[config.mk]
export PLATFORM = sky130hd
export DESIGN_NAME = instruction_fetch_stage
export DESIGN_NICKNAME = d
export VERILOG_FILES = /design/src/rtl/instruction_fetch_stage.sv
export SDC_FILE = /design/constraint.sdc
export NUM_CORES = 1
export LEC_CHECK = 0
export ABC_CLOCK_PERIOD_IN_PS = 4600
export CORE_UTILIZATION = 45
export DETAILED_ROUTE_END_ITERATION = 10
export PLACE_DENSITY = 0.87
export SYNTH_ARGS = -nofsm -noshare
export SYNTH_HDL_FRONTEND = slang
export SYNTH_SLANG_ARGS = --single-unit
export TNS_END_PERCENT = 50
[constraint.sdc]
create_clock -name clock -period 4.6 [get_ports clock]
set_input_delay 0.92 -clock clock [delete_from_list [all_inputs] [get_ports clock]]
set_output_delay 0.92 -clock clock [all_outputs]
set_load 0.03 [all_outputs]
[src/rtl/instruction_fetch_stage.sv]
// IF stage of the five-stage MIPS pipeline: owns the PC and the IF/ID register,
// and applies redirects, hazard stalls and out-of-range fetch protection.
module instruction_fetch_stage #(
    parameter int          INSTR_MEM_SIZE = 64,
    parameter logic [31:0] PC_RESET       = 32'h0000_0000
) (
    input  logic        clock,
    input  logic        reset,
    input  logic        stall,
    input  logic        branch_taken,
    input  logic [31:0] branch_target,
    output logic [31:0] imem_addr,
    input  logic [31:0] imem_data,
    output logic [31:0] pc,
    output logic [31:0] if_id_instruction,
    output logic [31:0] if_id_pc_plus4,
    output logic        if_id_valid,
    output logic        out_of_range,
    output logic [31:0] fetch_count
);

    localparam logic [31:0] MEM_WORDS = 32'(INSTR_MEM_SIZE);

    logic [31:0] pc_q, pc_d;
    logic [31:0] instr_q, instr_d;
    logic [31:0] pc_plus4_q, pc_plus4_d;
    logic        valid_q, valid_d;
    logic [31:0] count_q, count_d;
    logic [31:0] pc_plus4;
    logic        oor;

    // Range check depends only on the PC register, never on this cycle's inputs.
    assign oor      = (pc_q[1:0] != 2'b00) || ({2'b00, pc_q[31:2]} >= MEM_WORDS);
    assign pc_plus4 = pc_q + 32'd4;

    always_comb begin
        pc_d       = pc_q;
        instr_d    = instr_q;
        pc_plus4_d = pc_plus4_q;
        valid_d    = valid_q;
        count_d    = count_q;
        if (branch_taken) begin
            pc_d       = branch_target;
            instr_d    = 32'd0;
            pc_plus4_d = 32'd0;
            valid_d    = 1'b0;
        end else if (stall) begin
            // hold everything
        end else if (oor) begin
            // halted: memory data may be X here, so only a bubble is loaded
            instr_d    = 32'd0;
            pc_plus4_d = 32'd0;
            valid_d    = 1'b0;
        end else begin
            pc_d       = pc_plus4;
            instr_d    = imem_data;
            pc_plus4_d = pc_plus4;
            valid_d    = 1'b1;
            count_d    = count_q + 32'd1;
        end
    end

    always_ff @(posedge clock) begin
        if (reset) begin
            pc_q       <= PC_RESET;
            instr_q    <= 32'd0;
            pc_plus4_q <= 32'd0;
            valid_q    <= 1'b0;
            count_q    <= 32'd0;
        end else begin
            pc_q       <= pc_d;
            instr_q    <= instr_d;
            pc_plus4_q <= pc_plus4_d;
            valid_q    <= valid_d;
            count_q    <= count_d;
        end
    end

    assign pc                = pc_q;
    assign imem_addr         = pc_q;
    assign if_id_instruction = instr_q;
    assign if_id_pc_plus4    = pc_plus4_q;
    assign if_id_valid       = valid_q;
    assign out_of_range      = oor;
    assign fetch_count       = count_q;

endmodule

==> out/metrics.json <==
{
  "outcome": {"value": "finished clean"},
  "wire_length_of_the_first_global_routing_pass": {"value": 22.11, "unit": "mm"},
  "core-area": {"value": 10940, "unit": "um^2"},
  "final.fill_count": {"value": 812},
  "max_freq": {"value": 301.8, "unit": "MHz"},
  "post_synth_fa_ha_maj_area_fraction": {"value": 0.7386, "unit": "%"},
  "ys_seq_elements": {"value": 129},
  "cts.sink_count": {"value": 129},
  "fin_skew": {"value": 0.008322, "unit": "ns"},
  "totalWireLength": {"value": 14.40, "unit": "mm"},
  "placementRows": {"value": 38},
  "pwr_density_cell": {"value": 354.4, "unit": "nW/um^2"},
  "hold_path_class": {"value": "flip-flop to flip-flop"},
  "port-buffer-count": {"value": 229},
  "timing_max_transition_violations_final": {"value": 0},
  "yosysSeqAreaShare": {"value": 50.81, "unit": "%"},
  "first_drt_iteration_drcs": {"value": 172},
  "detail_route.drc_violations": {"value": 0},
  "grt_overflow": {"value": 0},
  "p_total": {"value": 2778, "unit": "uW"},
  "io_pins": {"value": 230},
  "drive_above_1_share": {"value": 8.062, "unit": "%"},
  "pwr-share-seq": {"value": 41.9, "unit": "%"},
  "die_area": {"value": 11720, "unit": "um^2"},
  "horizontal_die_dimension": {"value": 108.3, "unit": "um"},
  "netlist-cell-type-count": {"value": 45},
  "clock-root-buffer": {"value": "clkbuf_16"},
  "synth_nets": {"value": 574},
  "nets": {"value": 765},
  "drt-vias-per-instance": {"value": 5.346},
  "internal_power": {"value": 2093, "unit": "uW"},
  "dp.final_hpwl": {"value": 10.22, "unit": "mm"},
  "period_needed": {"value": 3.313, "unit": "ns"},
  "cts.path.max_buffers": {"value": 2},
  "whs_path_depth": {"value": 1},
  "grtUsageTotal": {"value": 24.58, "unit": "%"},
  "syn_area_per_cell": {"value": 10.10, "unit": "um^2"},
  "finalCritPeriodShare": {"value": 72.03, "unit": "%"},
  "synth_compound_area_share": {"value": 15.56, "unit": "%"},
  "synth_enable_flop_cells": {"value": 0},
  "critPathArrivalTime": {"value": 2.39, "unit": "ns"},
  "antenna_found_initial": {"value": 0},
  "ctsHtreeMaxLevel": {"value": 4},
  "clk_pin_slew": {"value": 0.06, "unit": "ns"},
  "power.leakage": {"value": 0.002879, "unit": "uW"},
  "post_placement_setup_slack": {"value": 1.390, "unit": "ns"},
  "finalHoldWorstSlack": {"value": 0.4590, "unit": "ns"},
  "post_synth_xor_area_fraction": {"value": 4.481, "unit": "%"},
  "wire_per_inst": {"value": 17.00, "unit": "um"},
  "start_kind": {"value": "flip-flop"},
  "antenna_cells": {"value": 0},
  "largest_family_of_logic_cells_by_synthesized_area": {"value": "simple AND/OR/NAND/NOR gates"},
  "yosys_warnings": {"value": 0},
  "cts_buffers": {"value": 17},
  "grt_max_degree": {"value": 66},
  "post_synth_mux_area_share": {"value": 0.5908, "unit": "%"},
  "power_switching_share": {"value": 24.64, "unit": "%"},
  "post_synth_and_or_nand_nor_area_fraction": {"value": 19.33, "unit": "%"},
  "drt_first_pass_iters": {"value": 4},
  "drtAntennaViolNets": {"value": 0},
  "syn-instance-count": {"value": 503},
  "pin_slew_with_the_least_headroom_to_its_limit": {"value": 0.8672, "unit": "ns"},
  "ctsResizeCount": {"value": 0},
  "rsz_0062_raised_after_global_routing": {"value": "false"},
  "path_max_fanout": {"value": 29},
  "clk_latency": {"value": 0.41, "unit": "ns"},
  "critical_path_required": {"value": 3.68, "unit": "ns"},
  "maxCapViolations": {"value": 0},
  "first_global_vias": {"value": 4393},
  "post-route-worst-setup-slack": {"value": 1.287, "unit": "ns"},
  "setup_total_negative_slack": {"value": 0, "unit": "ns"},
  "synthesis_to_layout_area_growth": {"value": 54.19, "unit": "%"},
  "routed-via-count": {"value": 4528},
  "cts_tree": {"value": "built"},
  "place_congestion": {"value": 0.8181},
  "r2r.worst_path.cells": {"value": 5},
  "end_kind": {"value": "output pin"},
  "vdd_ir_drop_max": {"value": 0.2181, "unit": "mV"},
  "post-cts-setup-buffer-count": {"value": 0},
  "post-route-util": {"value": 71.66, "unit": "%"},
  "max_slew_margin": {"value": 41.66, "unit": "%"},
  "switching_power": {"value": 684.3, "unit": "uW"},
  "start_util": {"value": 46.48, "unit": "%"},
  "synthFlopType": {"value": "dfxtp_1"},
  "combinationalPowerShare": {"value": 10.0, "unit": "%"},
  "report.final.setup_viol": {"value": 0},
  "die_height": {"value": 108.3, "unit": "um"},
  "combined_area_of_all_synthesized_cells": {"value": 5082, "unit": "um^2"},
  "worstSetupPathType": {"value": "flip-flop to output pin"},
  "clockPowerShare": {"value": 48.1, "unit": "%"},
  "final_hold_viol_count": {"value": 0},
  "async_flop_share": {"value": 0, "unit": "%"},
  "postCtsHoldBufs": {"value": 0}
}
cell type report:
cell class                      instances  area [um^2]  share of cell area (%)
Tap cell                              140        175.2                   2.235
Inverter                               14        52.55                  0.6706
Sequential cell                       129         2582                   32.96
Clock buffer                           19        442.9                   5.652
Multi-Input combinational cell        295         2085                   26.60
Clock inverter                         13        151.4                   1.932
Timing Repair Buffer                  237         2347                   29.95
final timing paths:
check / slack, ns / startpoint / to
hold reg to reg: 0.46 / if_id_pc_plus4[27] / if_id_pc_plus4[27]
setup / recovery: 1.29 / imem_addr[9] / out_of_range
setup reg to reg: 2.07 / imem_addr[19] / fetch_count[30]
hold / removal: 0.46 / if_id_pc_plus4[27] / if_id_pc_plus4[27]
routing by layer:
metal  vias up  share of wire, %  GRT usage (%)
met4         0               2.4          11.00
met1      2139                41          27.84
li1       2168                 -              -
met2       190                50          42.49
met3        31               6.7          7.414
met5         -                 0              0
logic make-up (layout without fill, tap and decap cells):
group | count (synthesis) | in the layout
adders and majority gates | 3 | 3
AOI/OAI and AO/OA | 102 | 102
and+or+nand+nor | 161 | 161
DFF | 129 | 129
muxes | 3 | 3
buffers and inverters | 79 | 283
xor gates and xnor gates | 26 | 26
layout by cell type (no fill, tap or decap), types with 3 or more instances in the layout:
| master | synthesis | layout |
|---|---|---|
| dfxtp_1 | 129 | 129 |
| o31ai_1 | 3 | 3 |
| nand2_1 | 14 | 14 |
| o21a_1 | 6 | 6 |
| inv_1 | 14 | 14 |
| nor2_1 | 24 | 24 |
| nor3_1 | 11 | 10 |
| a31o_2 | 3 | 3 |
| nor4_4 | 3 | 3 |
| xnor2_1 | 20 | 20 |
| xor2_1 | 6 | 6 |
| and3_1 | 5 | 5 |
| or3_1 | 4 | 4 |
| nand3_1 | 14 | 14 |
| clkinv_4 | 0 | 5 |
| or4_1 | 8 | 8 |
| a22o_1 | 61 | 61 |
| inv_6 | 0 | 4 |
| and2_1 | 27 | 27 |
| o21ai_0 | 7 | 7 |
| mux2i_1 | 3 | 3 |
| a21oi_1 | 18 | 18 |
| nand4_1 | 13 | 13 |
| nor4_1 | 20 | 19 |
| ha_1 | 3 | 3 |
| buf_4 | 33 | 8 |
| clkdlybuf4s50_1 | 0 | 228 |
| clkbuf_16 | 0 | 17 |
cell usage after synthesis (2+ instances only):
library cell / n / area share, %
dfxtp_1: 129 / 51
a22o_1: 61 / 11
buf_4: 33 / 4.9
and2_1: 27 / 3.3
nor2_1: 24 / 1.8
clkbuf_1: 23 / 1.7
nor4_1: 20 / 2.5
xnor2_1: 20 / 3.4
a21oi_1: 18 / 1.8
inv_1: 14 / 1.0
nand2_1: 14 / 1.0
nand3_1: 14 / 1.4
nand4_1: 13 / 1.6
nor3_1: 11 / 1.1
or4_1: 8 / 1.2
o21ai_0: 7 / 0.69
o21a_1: 6 / 0.89
xor2_1: 6 / 1.0
and3_1: 5 / 0.62
buf_1: 5 / 0.37
or3_1: 4 / 0.49
a31o_2: 3 / 0.52
buf_2: 3 / 0.30
ha_1: 3 / 0.74
mux2i_1: 3 / 0.59
nor4_4: 3 / 1.3
o31ai_1: 3 / 0.44
and4_1: 2 / 0.34
nand2b_1: 2 / 0.25
nand3b_1: 2 / 0.30
nor2b_1: 2 / 0.25
or2_2: 2 / 0.25
power by group through the flow:
stage               logic [uW]  clock network, uW  registers, uW
floorplan                  124                  0           1220
global placement           273                  0           1190
detailed placement         278                  0           1190
CTS                        280               1360           1160
global route               293               1410           1170
finish                     278               1340           1160
worst max-delay path, stage by stage, from the launching register on:
cell and delay [ns]:
dfxtp_1 0.34, nor4_1 0.32, nand4_1 0.15, buf_4 0.25, or2_2 0.32, clkdlybuf4s50_1 0.60
metrics by stage:
step | instance area, um^2 | instances
4_1_cts | 7836 | 847
5_1_grt | 7836 | 847
2_1_floorplan | 5082 | 503
3_5_place_dp | 7242 | 815
6_report | 7836 | 847
3_3_place_gp | 7242 | 815
flip-flops by register name (all words and copies together) (netlist names):
name and flops:
fetch_count 32, if_id_instruction 32, if_id_pc_plus4 32, imem_addr 32, if_id_valid 1
No activity file was read; power rests on OpenSTA's default activity.
